<file path="config.mk">
export PLATFORM = sky130hd
export DESIGN_NAME = alu_bfm_mult
export DESIGN_NICKNAME = d
export VERILOG_FILES = /design/src/rtl/alu_bfm_pkg.sv /design/src/rtl/alu_bfm_mult.sv
export SDC_FILE = /design/constraint.sdc
export NUM_CORES = 1
export LEC_CHECK = 0
export BUFFER_PORTS_ARGS = -buffer_cell sky130_fd_sc_hd__buf_2
export CAP_MARGIN = 25
export CORE_ASPECT_RATIO = 1.25
export CORE_MARGIN = 3
export CORE_UTILIZATION = 45
export DETAILED_ROUTE_END_ITERATION = 12
export PLACE_DENSITY = 0.63
export SYNTH_ARGS = -nofsm -noshare
export SYNTH_HDL_FRONTEND = slang
export SYNTH_SLANG_ARGS = --single-unit
</file>
<file path="constraint.sdc">
create_clock -name clk_i -period 12.6 [get_ports clk_i]
set_clock_uncertainty 0.05 [all_clocks]
set_input_delay 1.26 -clock clk_i [delete_from_list [all_inputs] [get_ports clk_i]]
set_output_delay 1.26 -clock clk_i [all_outputs]
set_load 0.03 [all_outputs]
</file>
<file path="src/rtl/alu_bfm_pkg.sv">
// alu_bfm_pkg: shared types, widths and small datapath helpers for the alu_bfm engine.
package alu_bfm_pkg;

  localparam int OPND_W = 8;
  localparam int RES_W  = 16;

  // Opcode encoding; 5 and 6 are reserved and behave exactly like NOP.
  typedef enum logic [2:0] {
    OP_NOP  = 3'd0,
    OP_ADD  = 3'd1,
    OP_AND  = 3'd2,
    OP_XOR  = 3'd3,
    OP_MUL  = 3'd4,
    OP_RSV5 = 3'd5,
    OP_RSV6 = 3'd6,
    OP_RST  = 3'd7
  } op_e;

  typedef enum logic {
    IDLE     = 1'b0,
    MUL_BUSY = 1'b1
  } state_e;

  // Operands and opcode captured at acceptance of a single-cycle op.
  typedef struct packed {
    op_e               op;
    logic [OPND_W-1:0] a;
    logic [OPND_W-1:0] b;
  } issue_t;

  // Ops that travel through the single-cycle issue register (RST included,
  // since it must also act one cycle after acceptance).
  function automatic logic is_issue_op(input op_e op);
    return (op == OP_ADD) || (op == OP_AND) || (op == OP_XOR) || (op == OP_RST);
  endfunction

  // Ops whose completion is signalled with a done pulse on the single-cycle path.
  function automatic logic is_done_op(input op_e op);
    return (op == OP_ADD) || (op == OP_AND) || (op == OP_XOR);
  endfunction

  // Single-cycle result, zero-extended to the result width.
  function automatic logic [RES_W-1:0] single_cycle_result(
    input op_e               op,
    input logic [OPND_W-1:0] a,
    input logic [OPND_W-1:0] b
  );
    logic [RES_W-1:0] r;
    r = '0;
    case (op)
      OP_ADD:  r = RES_W'({1'b0, a} + {1'b0, b});
      OP_AND:  r = RES_W'(a & b);
      OP_XOR:  r = RES_W'(a ^ b);
      default: r = '0;
    endcase
    return r;
  endfunction

endpackage

</file>
<file path="src/rtl/alu_bfm_mult.sv">
// alu_bfm_mult: MULT_LATENCY-stage pipelined 8x8 unsigned multiplier.
// Stage 0 registers the operands, stage 1 registers the product, and any
// further stages only delay it. A valid bit travels alongside the data so the
// async reset flushes any multiply in flight.
module alu_bfm_mult
  import alu_bfm_pkg::*;
#(
  parameter int MULT_LATENCY = 3
) (
  input  logic              clk_i,
  input  logic              reset_i,
  input  logic              in_vld_i,
  input  logic [OPND_W-1:0] a_i,
  input  logic [OPND_W-1:0] b_i,
  output logic              out_vld_o,
  output logic [RES_W-1:0]  prod_o
);

  logic [OPND_W-1:0]       opa_q, opa_d;
  logic [OPND_W-1:0]       opb_q, opb_d;
  logic [MULT_LATENCY-1:0] vld_q, vld_d;
  logic [RES_W-1:0]        prod_q [1:MULT_LATENCY-1];
  logic [RES_W-1:0]        prod_d [1:MULT_LATENCY-1];

  // Next-stage values: operands load only on a new request, the rest shifts every cycle.
  always_comb begin
    opa_d = opa_q;
    opb_d = opb_q;
    if (in_vld_i) begin
      opa_d = a_i;
      opb_d = b_i;
    end
    vld_d[0] = in_vld_i;
    for (int k = 1; k < MULT_LATENCY; k++) begin
      vld_d[k] = vld_q[k-1];
    end
    prod_d[1] = RES_W'(opa_q) * RES_W'(opb_q);
    for (int k = 2; k < MULT_LATENCY; k++) begin
      prod_d[k] = prod_q[k-1];
    end
  end

  // Pipeline registers; reset clears the valid chain so aborted multiplies never complete.
  always_ff @(posedge clk_i or negedge reset_i) begin
    if (!reset_i) begin
      opa_q <= '0;
      opb_q <= '0;
      vld_q <= '0;
      for (int k = 1; k < MULT_LATENCY; k++) begin
        prod_q[k] <= '0;
      end
    end else begin
      opa_q <= opa_d;
      opb_q <= opb_d;
      vld_q <= vld_d;
      for (int k = 1; k < MULT_LATENCY; k++) begin
        prod_q[k] <= prod_d[k];
      end
    end
  end

  assign out_vld_o = vld_q[MULT_LATENCY-1];
  assign prod_o    = prod_q[MULT_LATENCY-1];

endmodule

</file>
==> impl_metrics.py, run 1 <==
metrics = {
    "detailed_routing": {
        "num_vias": 2222,
        "vias_per_cell": 4.98,
        "drtAntennaViolNets": 0,
        "initialDrtViolationCount": 72,
        "wl_per_cell_um": 13.1,
        "drt_wl_total_mm": 5.86,
        "dr.pass1.iters": 4,
        "drc_errors": 0,
    },
    "global_route": {
        "overflow": 0,
        "grt_pass1_vias": 2306,
        "grt_pass1_wl_mm": 10.7,
        "grt_antenna_before_repair": 0,
        "track_usage": 0.146,
        "grt_start_max_net_pins": 52,
    },
    "floorplan": {
        "core-area_sq_um": 7530,
        "dieArea_sq_um": 9060,
        "die_w_um": 85.7,
        "pin_count": 36,
        "floorplan.initialDensity": 0.475,
        "die_h_um": 106,
        "floorplan.rows": 35,
    },
    "synthesis": {
        "syn-cell-area_sq_um": 3570,
        "yosysTopAreaCellShare": 0.357,
        "synth_seq_cells": 51,
        "yosysSeqAreaShare": 0.357,
        "synthesis.nets": 403,
        "yosysWarnings": 0,
        "synth_cell_types": 34,
        "synth_cells": 312,
        "yosys.area.top_type": "dfrtp_1",
        "synth_area_leaders": "dfrtp_1, fa_1, ha_1, and2_1, inv_1",
        "syn_avg_cell_area_sq_um": 11.5,
    },
    "status": {
        "status": "complete, no violations",
    },
    "power_and_ir_drop": {
        "ir_drop_mv": 0.132,
        "leakage_nw": 2.04,
        "power_density_nw_per_um2": 227,
    },
    "final_layout": {
        "finalNetCount": 444,
        "final_cell_mix": "dfrtp_1, inv_1, and2_1",
        "stdcell_area_sq_um": 3960,
        "syn_to_final_growth_pct": 10.7,
        "post-route-util": 0.526,
        "diodes": 0,
        "num-fill-cells": 707,
        "drive_gt1_frac": 0.169,
        "mostFrequentLayoutCell": "dfrtp_1",
    },
    "cts": {
        "clockBufferDepth": 2,
        "cts.repair.resized": 0,
        "cts_tree": "yes",
        "postCtsHoldBufs": 0,
        "clkSlewWorstSetupHoldPaths_ps": 100,
        "cts_sinks": 51,
        "postCtsSetupBuffers": 0,
        "clock_latency_ps": 310,
        "htreeDepth": 2,
        "cts_buffers": 5,
        "root_buffer": "clkbuf_8",
    },
    "sta": {
        "max_freq_mhz": 230,
        "slew_viol_final": 0,
        "rsz0062_at_grt": "false",
        "max_slew_margin": 0.594,
        "worst_pin_slew_ps": 608,
        "min_period_ps": 4350,
        "tns_ps": 0,
        "fin_ws_ps": 8250,
        "setup_viol": 0,
        "final_hold_viol_count": 0,
        "period_share": 0.345,
    },
    "worst_setup_path": {
        "arrival_ps": 4510,
        "cp-start-kind": "register",
        "worstPathMaxFanout": 9,
        "cp-end-kind": "register",
        "cp.required_ps": 12760,
        "crit_type": "register to register",
    },
    "placed_design": {
        "hpwl_mm": 4.72,
        "dpl_cell_area_sq_um": 3860,
        "io_buffer_count": 35,
        "detailedPlace.worstSlack_ps": 8280,
        "place_congestion": 0.819,
    },
    "hold_path": {
        "hp-class": "register to register",
    },
    "flow_run": {
        "maxCapViolations": 0,
    },
}
==> power by group <==
part / switching (W) / total, W / internal [W] / leakage, nW
clock: 0.0000573 / 0.0000983 / 0.0000409 / 0.0491
sequential: 0.0000208 / 0.000241 / 0.000220 / 0.607
combinational: 0.000312 / 0.000558 / 0.000246 / 1.38
total: 0.000390 / 0.000897 / 0.000507 / 2.04
==> layer usage <==
layer / GRT usage / vias up / wire length, um
li1: - / 1072 / -
met1: 0.202 / 1117 / 2650
met4: 0.0373 / 0 / 57
met2: 0.238 / 29 / 2990
met5: 0 / - / 0
met3: 0.0227 / 4 / 158
==> logic make-up (layout without fill, tap and decap cells) <==
family / Yosys count / count (layout) / share of synthesized area
AO/OA/AOI/OAI: 23 / 23 / 0.0480
XOR/XNOR: 11 / 11 / 0.0270
adder cells (fa/ha/maj): 72 / 72 / 0.328
buffers and inverters: 51 / 93 / 0.0539
flip-flops: 51 / 51 / 0.357
multiplexers: 16 / 16 / 0.0504
AND/OR/NAND/NOR: 88 / 88 / 0.136
==> worst max-delay path: stages, from the launching register on <==
cell and delay, ps:
dfrtp_1 470, and2_1 210, fa_1 530, inv_1 50, fa_1 470, inv_1 60, fa_1 520, inv_1 50
fa_1 520, inv_1 40, ha_1 330, and2_4 160, a221oi_2 300, nand3_1 150, and3_1 180, a211oi_2 150
==> per-stage QoR <==
step | std cells | power [W] | hold WS [ps]
detailed placement | 438 | 0.000811 | 285
global placement | 438 | 0.000802 | 282
floorplan | 312 | 0.000698 | 281
CTS | 446 | 0.000914 | 306
global route | 446 | 0.00100 | 318
finish | 446 | 0.000897 | 300
==> worst paths after layout <==
kind,start,endpoint,slack [ps],cells after the start
max,opb_q[4]$_DFFE_PN0P_,prod_d[15]$_DFF_PN0_,8250,15
min,prod_d[11]$_DFF_PN0_,prod_o[11]$_DFF_PN0_,300,0
max reg2reg,opb_q[4]$_DFFE_PN0P_,prod_d[15]$_DFF_PN0_,8250,15
min reg2reg,prod_d[11]$_DFF_PN0_,prod_o[11]$_DFF_PN0_,300,0
max in group asynchronous,reset_i,opb_q[0]$_DFFE_PN0P_,11100,2
min in group asynchronous,reset_i,prod_o[11]$_DFF_PN0_,990,2
==> sequential cells by signal, summed over array words and instances (netlist names) <==
| register | flops |
|---|---|
| vld_q | 3 |
| opa_q | 8 |
| prod_d | 16 |
| opb_q | 8 |
| prod_o | 16 |
==> synth_stat cells (all sizes together) <==
master and number:
o21ai 3, nor3b 1, a21o 1, o311ai 1
and3 3, nor4 1, nor3 2, ha 36
o211ai 2, o22a 1, a211o 3, a21oi 5
fa 36, a221oi 1, a211oi 1, and2 48
o21a 4, nor2b 2, a31oi 1, or4 1
nand3 1, nor2 6, nand2 23, xor2 4
dfrtp 51, xnor2 7, inv 49, mux2 16
clkbuf 1, buf 1
==> area by class of cell <==
type | count | area, sq um | share of cell area
Clock buffer | 5 | 68.8 | 0.0174
Clock inverter | 3 | 26.3 | 0.00664
Inverter | 49 | 184 | 0.0465
Multi-Input combinational cell | 210 | 2110 | 0.532
Sequential cell | 51 | 1280 | 0.322
Tap cell | 92 | 115 | 0.0291
Timing Repair Buffer | 36 | 183 | 0.0461
(Power assumes the default switching activity.)
==> inputs of run 2 (changes only) <==
ABC_AREA = 1   (was not set)
PLACE_DENSITY = 0.62   (was 0.63)
clock period = 4.2 ns   (was 12.6 ns; I/O delays follow)
==> run 2 against run 1 <==
  * Clock power increased to 3.7 times the previous value
  * Global-route usage increased by 1.9 points
  * Combinational power rose to 3.3 times the previous value
  * Non-clock buffer count up 7
  * Cell count grew 29%
  * Critical path depth is 1 higher
  * Sequential cell count stayed put
  * Via count rose by 20%
  * Critical endpoint unchanged
  * Largest cell class unchanged
==> impl_metrics.py, run 2 <==
metrics = {
    "detailed_routing": {
        "num_vias": 2656,
        "initialDrtViolationCount": 102,
        "drc_errors": 0,
        "vias_per_cell": 4.63,
        "drt_wl_total_mm": 6.77,
        "drtAntennaViolNets": 0,
        "wl_per_cell_um": 11.8,
        "dr.pass1.iters": 4,
    },
    "final_layout": {
        "instances_no_fill": 574,
        "final_cell_mix": "inv_1, nand2_1, dfrtp_1",
        "drive_gt1_frac": 0.180,
        "finalNetCount": 567,
        "multi_input_area_sq_um": 2050,
        "final-seq-area_sq_um": 1280,
        "diodes": 0,
        "mostFrequentLayoutCell": "inv_1",
        "syn_to_final_growth_pct": 10.4,
        "num-fill-cells": 800,
    },
    "synthesis": {
        "syn_avg_cell_area_sq_um": 8.74,
        "yosysSeqAreaShare": 0.329,
        "synth_area_leaders": "dfrtp_1, fa_1, inv_1, nand2_1, ha_1",
        "yosysMostFrequentCell": "inv_1",
        "synth_seq_cells": 51,
        "synthesis.nets": 535,
        "synthTopCellsByCount": "inv_1, nand2_1, dfrtp_1",
        "synth_cell_types": 19,
        "synth_cells": 444,
        "synth-edff-count": 0,
        "yosys.area.top_type": "dfrtp_1",
        "synth_ff_type": "dfrtp_1",
        "syn-cell-area_sq_um": 3880,
        "yosysWarnings": 0,
        "yosysTopAreaCellShare": 0.329,
        "async_reset_ff_frac": 1.00,
    },
    "power_and_ir_drop": {
        "p_sw_frac": 0.480,
        "p_int_w": 0.00152,
        "clkPwrFrac": 0.123,
        "p_seq_frac": 0.247,
        "p_comb_frac": 0.630,
        "power_density_nw_per_um2": 680,
        "ir_drop_mv": 0.325,
        "leakage_nw": 2.66,
        "p_sw_w": 0.00140,
    },
    "placed_design": {
        "place_congestion": 0.887,
        "hpwl_mm": 5.52,
        "io_buffer_count": 35,
        "dp_cells": 563,
    },
    "cts": {
        "clkSlewWorstSetupHoldPaths_ps": 100,
        "postCtsHoldBufs": 0,
        "cts_buffers": 5,
        "clock_latency_ps": 320,
        "root_buffer": "clkbuf_8",
        "htreeDepth": 2,
        "clockBufferDepth": 2,
        "cts_tree": "yes",
        "cts_sinks": 51,
    },
    "global_route": {
        "grt_antenna_before_repair": 0,
        "grt_pass1_wl_mm": 12.5,
        "track_usage": 0.164,
        "grt_pass1_vias": 2787,
        "overflow": 0,
        "grt_start_max_net_pins": 52,
    },
    "sta": {
        "max_freq_mhz": 254,
        "slew_viol_final": 0,
        "period_share": 0.939,
        "worst_pin_slew_ps": 609,
        "tns_ps": 0,
        "final_hold_viol_count": 0,
        "rsz0062_at_grt": "false",
        "min_period_ps": 3940,
        "max_slew_margin": 0.594,
        "setup_viol": 0,
    },
    "worst_setup_path": {
        "arrival_ps": 4120,
        "cp-end-kind": "register",
        "cp-start-kind": "register",
        "worstPathMaxFanout": 6,
        "cp.required_ps": 4370,
        "crit_type": "register to register",
    },
    "status": {
        "status": "complete, no violations",
    },
    "flow_run": {
        "maxCapViolations": 0,
    },
    "floorplan": {
        "core-area_sq_um": 8330,
        "floorplan.initialDensity": 0.465,
        "floorplan.rows": 37,
        "dieArea_sq_um": 9780,
        "die_w_um": 89.0,
        "pin_count": 36,
        "die_h_um": 110,
    },
    "hold_path": {
        "hp-class": "input pin to asynchronous set/reset pin",
    },
}
==> run 2: cell types whose count changed after synthesis, moves of 4 or more <==
cell and delta:
mux2_2 +6, o21a_1 -4, nand3_1 +8, xnor2_1 -6, mux2_1 -6, and2_1 -47
clkbuf_1 +15, nand2_1 +100, nand4_1 +5, inv_1 +74
==> run 2: cell families after synthesis <==
logic type,count (synthesis),synth area share
simple gates,150,0.160
buf+inv,144,0.142
fa+ha+maj,72,0.302
flops,51,0.329
mux,16,0.0465
xor+xnor,7,0.0158
compound gates,4,0.00516
==> run 2: area by class of cell <==
cell class / instances / area share
multi-input cells: 249 / 0.479
flip-flops and latches: 51 / 0.300
inverters: 126 / 0.110
repair buffers: 43 / 0.0549
well taps: 97 / 0.0283
clock buffers: 5 / 0.0161
clock inverters: 3 / 0.0108
==> run 2: layer usage <==
metal  part of all wire  routed length [um]  track usage
met5                  0                   0            0
met4              0.026                 179       0.0596
met3              0.032                 219       0.0285
met2               0.51                3470        0.288
met1               0.43                2900        0.201
==> run 2: what timing repair did <==
action	4_1_cts	5_1_grt
setup buffers	0	3
resized for setup	0	7
endpoints found under the hold margin	0	0
endpoints found under the setup margin	0	6
==> run 2: worst max-delay path, cell delays in order (launching register included) <==
cell and delay (ps):
dfrtp_2 470, buf_4 160, nand2_1 80, inv_1 60, fa_1 470, fa_1 550, inv_1 50, fa_1 460
fa_1 540, inv_1 40, ha_1 360, nand2_1 130, nand3_2 140, nand2_1 130, nand3_2 60, nand2_1 60
nand2_1 40
==> run 2: power groups by stage <==
| stage | clock network, W | logic, W | registers [W] |
|---|---|---|---|
| global route | 0.000396 | 0.00217 | 0.000742 |
| finish | 0.000360 | 0.00183 | 0.000720 |
| detailed placement | 0 | 0.00185 | 0.000734 |
| CTS | 0.000373 | 0.00186 | 0.000723 |
| global placement | 0 | 0.00183 | 0.000731 |
| floorplan | 0 | 0.00135 | 0.000846 |
==> run 2: final timing paths <==
path	startpoint	end	slack, ps	cells past startpoint
setup / recovery	opb_q[4]$_DFFE_PN0P_	prod_d[15]$_DFF_PN0_	260	16
hold / removal	reset_i	opb_q[0]$_DFFE_PN0P_	150	2
setup reg to reg	opb_q[4]$_DFFE_PN0P_	prod_d[15]$_DFF_PN0_	260	16
hold reg to reg	prod_d[8]$_DFF_PN0_	prod_o[8]$_DFF_PN0_	300	0
max in group asynchronous	reset_i	opb_q[5]$_DFFE_PN0P_	3520	2
min in group clk_i	a_i[5]	opa_q[5]$_DFFE_PN0P_	270	2
==> run 2: through the flow <==
stage / hold WS (ps) / total power, W / util / area [sq um] / setup WS, ps
after floorplan: 74.4 / 0.00220 / - / 3880 / 364
after global placement: 281 / 0.00256 / 0.496 / 4140 / 211
after detailed placement: 285 / 0.00258 / 0.496 / 4140 / 156
after CTS: 170 / 0.00296 / 0.510 / 4250 / 140
after global routing: 192 / 0.00331 / 0.514 / 4280 / 10.7
final: 146 / 0.00291 / 0.514 / 4280 / 256
==> inputs of run 3 (changes only) <==
BUFFER_PORTS_ARGS = -buffer_cell sky130_fd_sc_hd__buf_4   (was -buffer_cell sky130_fd_sc_hd__buf_2)
CORE_UTILIZATION = 50   (was 45)
PLACE_DENSITY = 0.68   (was 0.62)
==> run 3 against run 2 <==
  * Largest power group unchanged
  * Sequential power increased by 2%
  * Design area up 1.1%
  * Register-to-register slack about the same
  * Non-clock buffer count down 5
  * Global-route usage increased by 1.1 points
  * Count of clock-buffer cells in the layout unchanged
  * Via count up 0.38%
  * Core utilization increased by 6.7 points
  * Critical path type unchanged
  * Cell count is 1.7% lower
==> impl_metrics.py, run 3 (same netlist as run 2, synthesis figures left out) <==
metrics = {
    "status": {
        "status": "complete, no violations",
    },
    "worst_setup_path": {
        "cp_num_buf_inv": 5,
        "cp-start-kind": "register",
        "r2r_start": "opb_q[4]$_DFFE_PN0P_",
        "endpoint": "prod_d[14]$_DFF_PN0_",
        "worstPathMaxFanout": 9,
        "cp_num_cells": 19,
        "cp-end-kind": "register",
        "rr_endpoint": "prod_d[14]$_DFF_PN0_",
        "r2r_slack_ps": 270,
        "critical_path.slowest_cell": "fa_1",
        "cp_top_family": "adder cells",
        "cp_slowest_stage_delay_ps": 530,
        "startpoint": "opb_q[4]$_DFFE_PN0P_",
        "crit_type": "register to register",
        "arrival_ps": 4110,
        "cp.required_ps": 4380,
        "rr_worst_depth": 19,
        "cp_common_cell": "nand2_1",
        "crit_chain": "nand2_1 -> inv_1 -> fa_1 -> inv_1 -> fa_1 -> inv_1 -> fa_1 -> inv_1 -> fa_1 -> inv_1 -> ha_1 -> nand2_1 -> nand2_1 -> nand2_1 -> nand2_1 -> nand2_1 -> nand3_1 -> nand2_1 -> nand2_1",
    },
    "sta": {
        "worst_pin_slew_ps": 616,
        "min_period_ps": 3930,
        "rsz0062_at_grt": "false",
        "holdWs_ps": 62.7,
        "slew_viol_final": 0,
        "final_hold_viol_count": 0,
        "setup_viol": 0,
        "period_share": 0.936,
        "max_slew_margin": 0.590,
        "max_freq_mhz": 254,
        "tns_ps": 0,
    },
    "placed_design": {
        "io_buffer_count": 35,
        "hpwl_mm": 5.50,
        "place_congestion": 0.872,
    },
    "cts": {
        "clkSlewWorstSetupHoldPaths_ps": 110,
        "root_buffer": "clkbuf_8",
        "clock_latency_ps": 320,
        "cts.repair.resized": 0,
        "postCtsHoldBufs": 0,
        "clockBufferDepth": 2,
        "cts_sinks": 51,
        "postCtsSetupBuffers": 0,
        "cts_tree": "yes",
        "htreeDepth": 2,
        "cts_buffers": 5,
    },
    "detailed_routing": {
        "dr.pass1.iters": 4,
        "wl_per_cell_um": 12.3,
        "vias_per_cell": 4.73,
        "num_vias": 2666,
        "drt_wl_total_mm": 6.92,
        "initialDrtViolationCount": 94,
        "drc_errors": 0,
        "drtAntennaViolNets": 0,
    },
    "floorplan": {
        "floorplan.rows": 35,
        "floorplan.initialDensity": 0.521,
        "core-area_sq_um": 7440,
        "pin_count": 36,
        "dieArea_sq_um": 8860,
        "die_w_um": 84.8,
        "die_h_um": 104,
    },
    "final_layout": {
        "post-route-util": 0.581,
        "mostFrequentLayoutCell": "inv_1",
        "drive_gt1_frac": 0.172,
        "num-fill-cells": 686,
        "finalNetCount": 562,
        "final_cell_mix": "inv_1, nand2_1, dfrtp_1",
        "final-seq-area_sq_um": 1280,
        "multi_input_area_sq_um": 2050,
        "diodes": 0,
        "syn_to_final_growth_pct": 11.6,
    },
    "global_route": {
        "overflow": 0,
        "grt_start_max_net_pins": 52,
        "grt_pass1_vias": 2800,
        "grt_pass1_wl_mm": 12.5,
        "track_usage": 0.175,
        "grt_antenna_before_repair": 0,
    },
    "power_and_ir_drop": {
        "power_density_nw_per_um2": 691,
        "leakage_nw": 2.67,
        "ir_drop_mv": 0.402,
    },
    "hold_path": {
        "hp-class": "input pin to asynchronous set/reset pin",
    },
    "flow_run": {
        "maxCapViolations": 0,
    },
}
run 3: changes by cell type in the layout (fill, tap and decap cells not counted), sizes merged:
| cell | change |
|---|---|
| buf | -5 |
| clkinvlp | -1 |
| clkinv | +1 |
run 3: worst reg2reg max path, cell delays in order (launching register included):
cell	delay (ps)
dfrtp_2	490
nand2_1	90
inv_1	50
fa_1	530
inv_1	50
fa_1	480
inv_1	60
fa_1	530
inv_1	50
fa_1	520
inv_1	40
ha_1	350
nand2_1	80
nand2_1	60
nand2_1	60
nand2_1	70
nand2_1	90
nand3_1	80
nand2_1	70
nand2_1	40
run 3: worst min-delay path by stage:
stage | cells after the start | end | slack (ps)
after floorplan | 0 | opa_q[0]$_DFFE_PN0P_ | 70
after global placement | 0 | prod_o[1]$_DFF_PN0_ | 280
after detailed placement | 0 | prod_o[15]$_DFF_PN0_ | 280
after CTS | 1 | prod_o[6]$_DFF_PN0_ | 80
after global routing | 1 | prod_d[9]$_DFF_PN0_ | 120
final | 1 | prod_o[6]$_DFF_PN0_ | 60
run 3: area by class of cell:
type / instances / area share
Multi-Input combinational cell: 249 / 0.474
Sequential cell: 51 / 0.297
Inverter: 126 / 0.109
Timing Repair Buffer: 38 / 0.0659
Tap cell: 92 / 0.0266
Clock buffer: 5 / 0.0159
Clock inverter: 3 / 0.0110
run 3: per-layer routing:
metal / part of all wire / GRT usage / vias to the layer above / routed length (um)
li1: - / - / 1324 / -
met2: 0.51 / 0.311 / 54 / 3540
met1: 0.43 / 0.218 / 1279 / 3000
met4: 0.018 / 0.0577 / 0 / 126
met5: 0 / 0 / - / 0
met3: 0.036 / 0.0230 / 9 / 247
run 3: where the power goes:
group | internal (W) | switching, W
Combinational | 0.000719 | 0.00117
Sequential | 0.000662 | 0.0000698
Clock | 0.000181 | 0.000191
run 3: per-stage QoR:
step / area [sq um] / cells / total power, W / worst slack (ps)
2_1_floorplan: 3880 / 444 / 0.00220 / 364
3_3_place_gp: 4200 / 556 / 0.00260 / 252
3_5_place_dp: 4200 / 556 / 0.00264 / 176
4_1_cts: 4320 / 564 / 0.00302 / 159
5_1_grt: 4330 / 564 / 0.00335 / 0.895
6_report: 4330 / 564 / 0.00299 / 267
